$ cat config.mk
export PLATFORM = sky130hd
export DESIGN_NAME = axil_slv_regs
export DESIGN_NICKNAME = d
export VERILOG_FILES = /design/src/rtl/axil_slv_pkg.sv /design/src/rtl/axil_slv_regfile.sv /design/src/rtl/axil_slv_regs.sv
export SDC_FILE = /design/constraint.sdc
export NUM_CORES = 1
export LEC_CHECK = 0
export ABC_AREA = 0
export BUFFER_PORTS_ARGS = -buffer_cell sky130_fd_sc_hd__buf_2
export CAP_MARGIN = 20
export CORE_MARGIN = 2
export CORE_UTILIZATION = 40
export DETAILED_ROUTE_END_ITERATION = 10
export GPL_ROUTABILITY_DRIVEN = 0
export GPL_TIMING_DRIVEN = 0
export PLACE_DENSITY_LB_ADDON = 0.05
export SLEW_MARGIN = 20
export SYNTH_ARGS = -nofsm -noshare
export SYNTH_HDL_FRONTEND = slang
export SYNTH_HIERARCHICAL = 1
export SYNTH_SLANG_ARGS = --single-unit
$ cat constraint.sdc
create_clock -name clk -period 4.36 [get_ports clk]
set_input_delay 0.218 -clock clk [delete_from_list [all_inputs] [get_ports clk]]
set_output_delay 0.218 -clock clk [all_outputs]
set_load 0.05 [all_outputs]
$ cat src/rtl/axil_slv_pkg.sv
// Shared types and constants for the AXI4-Lite register bank.
// Latency: n/a (types, constants and a pure helper function only).
// Backpressure: n/a.
package axil_slv_pkg;

  localparam logic [1:0]  RESP_OKAY   = 2'b00;
  localparam logic [1:0]  RESP_SLVERR = 2'b10;
  localparam logic [31:0] AXIL_SLV_ID = 32'hA11C_0001;

  typedef enum logic [1:0] {W_IDLE, W_HAVE_A, W_HAVE_D, W_RESP} wr_state_t;
  typedef enum logic       {R_IDLE, R_RESP} rd_state_t;

  // Replace only the byte lanes whose strobe bit is set
  function automatic logic [31:0] merge_bytes(input logic [31:0] old_val,
                                              input logic [31:0] new_val,
                                              input logic [3:0]  strb);
    logic [31:0] r;
    r = old_val;
    for (int b = 0; b < 4; b++) begin
      if (strb[b]) r[8*b +: 8] = new_val[8*b +: 8];
    end
    return r;
  endfunction

endpackage

$ cat src/rtl/axil_slv_regfile.sv
// Register array with byte-strobed write port, combinational read port and range flags.
// Latency: write lands on the clock edge where wr_en is high; read data is combinational.
// Backpressure: none; AXI handshaking lives in the parent. Optional macro AXIL_SLV_ID_REG_EN.
module axil_slv_regfile
  import axil_slv_pkg::*;
#(
  parameter int ADDR_W   = 16,
  parameter int NUM_REGS = 8
) (
  input  logic                     clk,
  input  logic                     rst,
  input  logic                     wr_en,
  input  logic [ADDR_W-3:0]        wr_idx,
  input  logic [31:0]              wr_data,
  input  logic [3:0]               wr_strb,
  output logic                     wr_ok,
  input  logic [ADDR_W-3:0]        rd_idx,
  output logic [31:0]              rd_data,
  output logic                     rd_ok,
  output logic [NUM_REGS*32-1:0]   reg_out
);

  localparam int IDX_W = ADDR_W - 2;
`ifdef AXIL_SLV_ID_REG_EN
  localparam bit ID_EN = 1'b1;
`else
  localparam bit ID_EN = 1'b0;
`endif
  // With the ID register present the top slot is read-only
  localparam int NUM_RW = ID_EN ? NUM_REGS - 1 : NUM_REGS;

  logic [NUM_REGS-1:0][31:0] regs;

  assign rd_ok   = (rd_idx < IDX_W'(NUM_REGS));
  assign wr_ok   = (wr_idx < IDX_W'(NUM_RW));
  assign reg_out = regs;

  for (genvar k = 0; k < NUM_REGS; k++) begin : g_reg
    if (ID_EN && (k == NUM_REGS - 1)) begin : g_id
      assign regs[k] = AXIL_SLV_ID;
    end else begin : g_rw
      logic [31:0] q;
      // Byte-strobed update when this slot is the accepted write target
      always_ff @(posedge clk or negedge rst) begin
        if (!rst) begin
          q <= '0;
        end else if (wr_en && wr_ok && (wr_idx == IDX_W'(k))) begin
          q <= merge_bytes(q, wr_data, wr_strb);
        end
      end
      assign regs[k] = q;
    end
  end

  // Read mux; an index that matches no slot yields zero
  always_comb begin
    rd_data = '0;
    for (int k = 0; k < NUM_REGS; k++) begin
      if (rd_idx == IDX_W'(k)) rd_data = regs[k];
    end
  end

endmodule

$ cat src/rtl/axil_slv_regs.sv
// AXI4-Lite responder exposing NUM_REGS 32-bit registers, contents also exported flat.
// Latency: bvalid/rvalid one cycle after the completing handshake; reads at most every 2 cycles.
// Backpressure: one outstanding op per direction; readies drop until the response is taken. Optional macro AXIL_SLV_ID_REG_EN.
module axil_slv_regs
  import axil_slv_pkg::*;
#(
  parameter int ADDR_W   = 16,
  parameter int NUM_REGS = 8
) (
  input  logic                   clk,
  input  logic                   rst,
  input  logic [ADDR_W-1:0]      s_axi_awaddr,
  input  logic [2:0]             s_axi_awprot,
  input  logic                   s_axi_awvalid,
  output logic                   s_axi_awready,
  input  logic [31:0]            s_axi_wdata,
  input  logic [3:0]             s_axi_wstrb,
  input  logic                   s_axi_wvalid,
  output logic                   s_axi_wready,
  output logic [1:0]             s_axi_bresp,
  output logic                   s_axi_bvalid,
  input  logic                   s_axi_bready,
  input  logic [ADDR_W-1:0]      s_axi_araddr,
  input  logic [2:0]             s_axi_arprot,
  input  logic                   s_axi_arvalid,
  output logic                   s_axi_arready,
  output logic [31:0]            s_axi_rdata,
  output logic [1:0]             s_axi_rresp,
  output logic                   s_axi_rvalid,
  input  logic                   s_axi_rready,
  output logic [NUM_REGS*32-1:0] reg_out
);

  localparam int IDX_W = ADDR_W - 2;

  wr_state_t         wr_state;
  rd_state_t         rd_state;
  logic              rdy_en;
  logic [IDX_W-1:0]  aw_idx_q;
  logic [31:0]       wdata_q;
  logic [3:0]        wstrb_q;
  logic              aw_hs, w_hs, ar_hs, wr_go;
  logic [IDX_W-1:0]  wr_idx;
  logic [31:0]       wr_data;
  logic [3:0]        wr_strb;
  logic              wr_ok, rd_ok;
  logic [31:0]       rd_data;

  // Protection bits and byte offset within a word carry no meaning here
  logic unused_ok;
  assign unused_ok = &{1'b0, s_axi_awprot, s_axi_arprot, s_axi_awaddr[1:0], s_axi_araddr[1:0]};

  // Hold all readies low until the first edge after reset release
  always_ff @(posedge clk or negedge rst) begin
    if (!rst) rdy_en <= 1'b0;
    else      rdy_en <= 1'b1;
  end

  assign s_axi_awready = rdy_en && ((wr_state == W_IDLE) || (wr_state == W_HAVE_D));
  assign s_axi_wready  = rdy_en && ((wr_state == W_IDLE) || (wr_state == W_HAVE_A));
  assign s_axi_arready = rdy_en && (rd_state == R_IDLE);
  assign aw_hs = s_axi_awvalid && s_axi_awready;
  assign w_hs  = s_axi_wvalid  && s_axi_wready;
  assign ar_hs = s_axi_arvalid && s_axi_arready;

  // Pick address/data from the live channel or the latched half, and flag completion
  always_comb begin
    wr_go   = 1'b0;
    wr_idx  = s_axi_awaddr[ADDR_W-1:2];
    wr_data = s_axi_wdata;
    wr_strb = s_axi_wstrb;
    case (wr_state)
      W_IDLE:   wr_go = aw_hs && w_hs;
      W_HAVE_A: begin
        wr_go  = w_hs;
        wr_idx = aw_idx_q;
      end
      W_HAVE_D: begin
        wr_go   = aw_hs;
        wr_data = wdata_q;
        wr_strb = wstrb_q;
      end
      default:  wr_go = 1'b0;
    endcase
  end

  axil_slv_regfile #(
    .ADDR_W   (ADDR_W),
    .NUM_REGS (NUM_REGS)
  ) u_regfile (
    .clk     (clk),
    .rst     (rst),
    .wr_en   (wr_go),
    .wr_idx  (wr_idx),
    .wr_data (wr_data),
    .wr_strb (wr_strb),
    .wr_ok   (wr_ok),
    .rd_idx  (s_axi_araddr[ADDR_W-1:2]),
    .rd_data (rd_data),
    .rd_ok   (rd_ok),
    .reg_out (reg_out)
  );

  // Write FSM: gather AW and W in either order, then hold the response until taken
  always_ff @(posedge clk or negedge rst) begin
    if (!rst) begin
      wr_state     <= W_IDLE;
      aw_idx_q     <= '0;
      wdata_q      <= '0;
      wstrb_q      <= '0;
      s_axi_bvalid <= 1'b0;
      s_axi_bresp  <= RESP_OKAY;
    end else if (wr_go) begin
      wr_state     <= W_RESP;
      s_axi_bvalid <= 1'b1;
      s_axi_bresp  <= wr_ok ? RESP_OKAY : RESP_SLVERR;
    end else begin
      case (wr_state)
        W_IDLE: begin
          if (aw_hs) begin
            aw_idx_q <= s_axi_awaddr[ADDR_W-1:2];
            wr_state <= W_HAVE_A;
          end else if (w_hs) begin
            wdata_q  <= s_axi_wdata;
            wstrb_q  <= s_axi_wstrb;
            wr_state <= W_HAVE_D;
          end
        end
        W_RESP: begin
          if (s_axi_bready) begin
            s_axi_bvalid <= 1'b0;
            wr_state     <= W_IDLE;
          end
        end
        default: ;
      endcase
    end
  end

  // Read FSM: capture data on the AR handshake (pre-write value on a same-edge write)
  always_ff @(posedge clk or negedge rst) begin
    if (!rst) begin
      rd_state     <= R_IDLE;
      s_axi_rvalid <= 1'b0;
      s_axi_rdata  <= '0;
      s_axi_rresp  <= RESP_OKAY;
    end else begin
      case (rd_state)
        R_IDLE: begin
          if (ar_hs) begin
            s_axi_rdata  <= rd_data;
            s_axi_rresp  <= rd_ok ? RESP_OKAY : RESP_SLVERR;
            s_axi_rvalid <= 1'b1;
            rd_state     <= R_RESP;
          end
        end
        R_RESP: begin
          if (s_axi_rready) begin
            s_axi_rvalid <= 1'b0;
            rd_state     <= R_IDLE;
          end
        end
        default: rd_state <= R_IDLE;
      endcase
    end
  end

endmodule

==> metrics.md, run 1 <==
| Metric | Value |
|---|---|
| Outcome | `finished clean` |
| RSZ-0062 raised after global routing | `no` |
| DRC viols | `0` |
| Critical path fanouts, max | `10` |
| CP startpoint kind | `flip-flop` |
| Top cell type's share of synthesized area | `0.5177` |
| Drt pass-1 iters | `5` |
| Remaining global-route overflow | `0` |
| DR WL/cell | `about 28 um` |
| Critical Path End Type | `flip-flop` |
| Detailed router's first-iteration violation count | `868` |
| # IOs | `378` |
| WHS | `0.1770 ns` |
| Worst-Skew Late Latency | `0.55 ns` |
| Final hold violations | `0` |
| Post-CTS Setup Bufs | `0` |
| DRT antenna net count | `0` |
| Multi-input gate area | `7605 um2` |
| Final setup viols | `0` |
| Top_reg_cell synth | `dfrtp_1` |
| Yosys reg bits | `346` |
| Fillers | `3734` |
| Post-synth EDFFs | `0` |
| CTS Sinks | `~350` |
| Die area | `between 40000 and 50000 um2` |
| Dpl cells | `2125` |
| Setup TNS | `0 ns` |
| Finished Cell Area | `21190 um2` |
| Worst-path clk slew | `0.05 ns` |
| Most common cell after layout, fill and taps aside | `buf_2` |
| Peak Freq | `262.0 MHz` |
| Largest net degree at the start of global routing | `84` |
| Initial antenna violation count | `4` |
| Area delta synth->final | `26.68%` |
| CP max-delay cell | `nor4_4` |
| Largest stage delay, worst path | `0.98 ns` |
| CP cell instances | `buf_4 > nor2b_1 > clkbuf_1 > buf_4 > mux2_2 > nor4_4 > nand2_1 > nor4_4 > mux2_2` |
| H-Tree Depth | `2` |
| Synthesis Warnings | `6` |
| GRT Util Overall | `0.2882` |
| Row cnt | `74` |
| Worst-Margin Slew | `about 1.2 ns` |
| Post-Syn Instances | `1224` |
| Synth area leaders | `dfrtp_1 (52%), mux2_2 (22%), mux2_4 (4.8%), mux2i_1 (3.5%), nor3_4 (1.9%)` |
| Seq/Total Area, Yosys | `0.5177` |
| Hold_buf cts | `55` |
| Finished Layout Cells | `2250` |
| Slew headroom | `0.1886` |
| Maximum VDD drop | `255.6 uV` |
| Netlist Area Pre-Place | `16720 um2` |
| Inserted Clock Buffers | `40` |
| Bufs on Longest Clock Path | `3` |
| Post-synthesis average cell area | `13.66 um2` |
| Vias in the first global route | `12793` |
| Post-synth ARST share | `1.000` |
| Port Buffer Count | `364` |
| Synth area leader | `dfrtp_1` |
| Skew final | `approximately 0.013 ns` |
| Max-cap viol count | `0` |
| Die W | `208.5 um` |
| Final min period | `3.817 ns` |
| Worst endpoint required time | `4.79 ns` |
| Core footprint | `just over 40000 um2` |
| Vias per inst | `5.524` |
| CTS tree | `built` |
| Die Ht | `208.5 um` |
| Initial Util | `0.4078` |
| Final cycle utilization of the critical path | `0.8755` |
| Root Buffer | `clkbuf_16` |
| Post-layout nets | `1772` |
| Wire length of the first global-routing pass | `roughly 90000 um` |
| Slew Limit Fails | `0` |
| Design Power | `0.008848 W` |
| Via count | `12430` |
| Fraction of layout cells with a size suffix above 1 | `0.5157` |
| Routed WL | `between 60000 and 70000 um` |
| DP HPWL | `43940 um` |
| Worst EP arrival | `roughly 4.3 ns` |
| Distinct cells, synth | `55` |
| Most frequent cells in the layout | `buf_2 (380), dfrtp_1 (346), mux2_2 (331)` |
| Placed Instance Area | `19340 um2` |
| Post-CTS sizing | `0` |
| Hold Path Class | `in -> reg` |
| Power density cells | `417.6 nW/um2` |
| Sequential cell area | `slightly below 9000 um2` |
| Static Leak | `11.05 nW` |
| Crit path kind | `reg -> reg` |
==> cell usage after synthesis, types with 2 or more instances <==
master and count:
conb_1 2, nand4b_1 5, o22ai_1 42, nor4_4 7, o21a_1 13, nor4b_1 2
mux2i_1 59, buf_12 3, nor3_4 20, nor3b_1 2, o221ai_1 13, mux2_2 331
clkbuf_1 33, nand2_1 55, buf_4 5, o21ai_1 8, nor3_2 5, nand3b_1 3
nand2b_1 18, nor3_1 15, mux2_4 54, mux2_1 3, nor2b_1 24, dfrtp_1 346
o211ai_1 4, buf_2 17, buf_6 5, nor2_1 5, buf_1 6, a211oi_1 15
a221o_1 4, o21ai_0 13, nand3_1 14, mux4_2 4, a31oi_1 2, or3_1 2
a21oi_1 27, inv_1 20, or4_1 2
==> routing by layer <==
metal / track usage / routed length [um]
met1: 0.3878 / 27140
met2: 0.4694 / 29840
met3: 0.06008 / 4117
met4: 0.08559 / 1608
met5: 0 / 11
==> report_power, final <==
group          leakage [nW]  switching [W]  internal (W)
registers              4.72       0.000124       0.00347
clock network         0.630        0.00135       0.00200
logic                  5.70        0.00114      0.000764
==> sequential cells by signal, indices dropped and copies added (netlist names), 2 cells and up <==
name and cells:
u_regfile/g.g_rw.q 256, aw_idx_q 14, wdata_q 32, wstrb_q 4, wr_state 2, s_axi_rdata 32
==> path summary, 6_finish.rpt <==
kind	from	to	slack [ns]	cells past startpoint
setup / recovery	wr_state[0]	u_regfile/g_reg[0].g_rw.q[12]	0.54	9
hold / removal	s_axi_wvalid	aw_idx_q[0]	0.18	3
setup reg to reg	wr_state[0]	u_regfile/g_reg[0].g_rw.q[12]	0.54	9
hold reg to reg	s_axi_rvalid	s_axi_rvalid	0.47	2
max in group asynchronous	rst	u_regfile/g_reg[3].g_rw.q[19]	2.90	4
min in group asynchronous	rst	aw_idx_q[8]	0.24	2
==> cells by family after synthesis <==
group	synth area share
AOI/OAI and AO/OA	0.05588
buffers and inverters	0.02783
DFF	0.5177
muxes	0.3141
other	0.0004490
and+or+nand+nor	0.08409
==> metrics by stage <==
step | setup WS, ns | util
global placement | -4.153 | 0.4685
global route | 0.3678 | 0.5164
CTS | 0.4787 | 0.5161
finish | 0.5427 | 0.5166
detailed placement | 0.4907 | 0.4714
floorplan | 1.349 | -
==> critical path, delay by kind of cell (launching register included) <==
kind / cells / cell delay (ns)
buffers and inverters: 3 / 0.67
DFF: 1 / 0.32
muxes: 2 / 0.79
and+or+nand+nor: 4 / 1.89
==> area by class of cell <==
type | count | share of cell area
sequential | 346 | 0.4086
multi-input combinational | 789 | 0.3589
timing repair buffer | 424 | 0.1183
clock buffer | 62 | 0.05687
tap | 532 | 0.03142
buffer | 70 | 0.01848
clock inverter | 5 | 0.003543
inverter | 20 | 0.003543
antenna | 2 | 0.0002362
Note: power is estimated with default switching activity, not from simulation.
==> run 2, diff against run 1 <==
--- a/config.mk
+++ b/config.mk
@@ -9,7 +9,7 @@
 export BUFFER_PORTS_ARGS = -buffer_cell sky130_fd_sc_hd__buf_2
 export CAP_MARGIN = 20
 export CORE_MARGIN = 2
-export CORE_UTILIZATION = 40
+export CORE_UTILIZATION = 42
 export DETAILED_ROUTE_END_ITERATION = 10
 export GPL_ROUTABILITY_DRIVEN = 0
 export GPL_TIMING_DRIVEN = 0
==> metrics.md, run 2 (synthesis gave the netlist of run 1 again) <==
| Metric | Value |
|---|---|
| Outcome | `finished clean` |
| Critical Path End Type | `flip-flop` |
| R2r setup slk | `0.53 ns (about the same)` |
| Slew Limit Fails | `0 (unchanged)` |
| CP cell instances | `buf_4 > nor2b_1 > clkbuf_1 > buf_4 > mux2_2 > nor4_4 > nand2_1 > nor4_4 > mux2_2` |
| Remaining global-route overflow | `0 (unchanged)` |
| Post-Route Utilization | `0.5353 (+0.01876)` |
| Most common cell after layout, fill and taps aside | `buf_2` |
| Core footprint | `39550 um2 (-3.6%)` |
| Detailed router's first-iteration violation count | `737 (-15%)` |
| Static Leak | `11.07 nW (+0.14%)` |
| Place WS | `0.5404 ns (+0.04978 ns)` |
| CTS Sinks | `346 (unchanged)` |
| DP HPWL | `42770 um (-2.7%)` |
| Max-cap viol count | `0 (unchanged)` |
| CP bufs+invs | `3 (unchanged)` |
| Crit path kind | `reg -> reg` |
| Fillers | `3535 (-5.3%)` |
| Fraction of layout cells with a size suffix above 1 | `0.5169 (+0.001126)` |
| Wire length of the first global-routing pass | `87460 um (-3.1%)` |
| Row cnt | `73 (-1.4%)` |
| Final Worst Setup Slack | `0.5315 ns (-0.01114 ns)` |
| Multi-input gate area | `7617 um2 (+0.16%)` |
| FF-to-FF path depth | `9 (unchanged)` |
| Final setup viols | `0 (unchanged)` |
| Post-CTS sizing | `0 (unchanged)` |
| Final min period | `3.828 ns (+0.01114 ns)` |
| Vias in the first global route | `12570 (-1.7%)` |
| Port Buffer Count | `364 (unchanged)` |
| Die Ht | `203.6 um (-2.4%)` |
| Critical R2R Launch | `wr_state[0]` |
| Diodes inserted | `0 (-2)` |
| Reg-to-reg endpoint | `u_regfile/g_reg[0].g_rw.q[19]` |
| Peak Freq | `261.2 MHz (-0.29%)` |
| Max reg flops | `256 (unchanged)` |
| Dpl cells | `2118 (-0.33%)` |
| Slew headroom | `0.2404 (+0.05176)` |
| DRC viols | `0 (unchanged)` |
| Top Family by Delay on Critical Path | `simple AND/OR/NAND/NOR gates` |
| Final hold violations | `0 (unchanged)` |
| Die W | `203.6 um (-2.4%)` |
| Vias per inst | `5.469 (-1.0%)` |
| H-Tree Depth | `2 (unchanged)` |
| Bufs on Longest Clock Path | `3 (unchanged)` |
| CP max-delay cell | `nor4_4` |
| Inserted Clock Buffers | `40 (unchanged)` |
| CTS tree | `built` |
| Worst-Skew Late Latency | `0.57 ns (+0.02 ns)` |
| Worst EP arrival | `4.26 ns (about the same)` |
| Initial antenna violation count | `0 (-4)` |
| Worst-path clk slew | `0.06 ns (about the same)` |
| Finished Layout Cells | `2245 (-0.22%)` |
| WHS | `0.1802 ns (+0.003257 ns)` |
| Area delta synth->final | `26.59% (about the same)` |
| Worst-Margin Slew | `1.133 ns (-0.08382 ns)` |
| Hold Path Class | `in -> async` |
| Via count | `12278 (-1.2%)` |
| DR WL/cell | `27.06 um (-2.9%)` |
| DRT antenna net count | `0 (unchanged)` |
| Skew final | `0.02762 ns (+0.01446 ns)` |
| Largest stage delay, worst path | `0.95 ns (-0.03 ns)` |
| Largest net degree at the start of global routing | `93 (+11%)` |
| Die area | `41430 um2 (-4.7%)` |
| Sequential cell area | `8658 um2 (unchanged)` |
| Post-layout nets | `1771 (-0.056%)` |
| Hold_buf cts | `55 (unchanged)` |
| # IOs | `378 (unchanged)` |
| Most frequent cells in the layout | `buf_2 (380), dfrtp_1 (346), mux2_2 (331)` |
| CP startpoint kind | `flip-flop` |
| Drt pass-1 iters | `5 (unchanged)` |
| GRT Util Overall | `0.2932 (+0.004991)` |
| Initial Util | `0.4229 (+0.01513)` |
| Final cycle utilization of the critical path | `0.8781 (+0.002556)` |
| Post-CTS Setup Bufs | `0 (unchanged)` |
| Routed WL | `60750 um (-3.1%)` |
| Critical path fanouts, max | `10 (unchanged)` |
| RSZ-0062 raised after global routing | `no` |
| Register bank with the most flops | `u_regfile/g.g_rw.q` |
| Root Buffer | `clkbuf_16` |
| Maximum VDD drop | `249.7 uV (-2.3%)` |
| Regs by FF count | `u_regfile/g.g_rw.q x256, s_axi_rdata x32, wdata_q x32` |
| Power density cells | `414.2 nW/um2 (-0.81%)` |
| Worst endpoint required time | `4.79 ns (about the same)` |
-- run 2: worst max path at each step --
stage                      startpoint                             to  slack (ns)  cells past startpoint
after global routing      wr_state[0]  u_regfile/g_reg[6].g_rw.q[24]        0.37                     10
after detailed placement  wr_state[0]  u_regfile/g_reg[0].g_rw.q[14]        0.54                      9
after CTS                 wr_state[0]  u_regfile/g_reg[0].g_rw.q[14]        0.53                      9
after global placement            rst  u_regfile/g_reg[1].g_rw.q[19]       -4.09                      1
final                     wr_state[0]  u_regfile/g_reg[0].g_rw.q[19]        0.53                      9
after floorplan           wr_state[1]  u_regfile/g_reg[6].g_rw.q[16]        1.35                     10
-- run 2: layer usage --
layer	wire, um	global-route usage	vias up
met4	1540	0.08863	0
met2	29040	0.4794	369
li1	-	-	5451
met3	3951	0.06552	75
met1	26220	0.3900	6383
met5	0	0	-
-- run 2: metrics by stage --
step	setup TNS (ns)	total power [W]	instance area, um2
6_report	0	0.008769	21170
3_3_place_gp	-1396.57	0.005426	19210
2_1_floorplan	0	0.004867	16730
4_1_cts	0	0.008858	21170
5_1_grt	0	0.009128	21170
3_5_place_dp	0	0.005468	19340
-- run 2: area by class of cell --
type	instances	area share
clock inverters	9	0.004255
flip-flops and latches	346	0.4090
plain buffers	70	0.01862
well taps	525	0.03103
inverters	20	0.003546
clock buffers	63	0.05608
multi-input cells	789	0.3598
repair buffers	423	0.1177
-- run 2: where the power goes --
group          internal (W)  switching [W]  leakage [nW]
combinational      0.000762        0.00112          5.72
sequential          0.00347       0.000124          4.72
clock               0.00193        0.00137         0.622
-- run 2: worst reg2reg max path, delay by kind of cell (launching register included) --
| kind | cells | cell delay [ns] |
|---|---|---|
| flops | 1 | 0.32 |
| simple gates | 4 | 1.92 |
| mux | 2 | 0.81 |
| buf+inv | 3 | 0.67 |
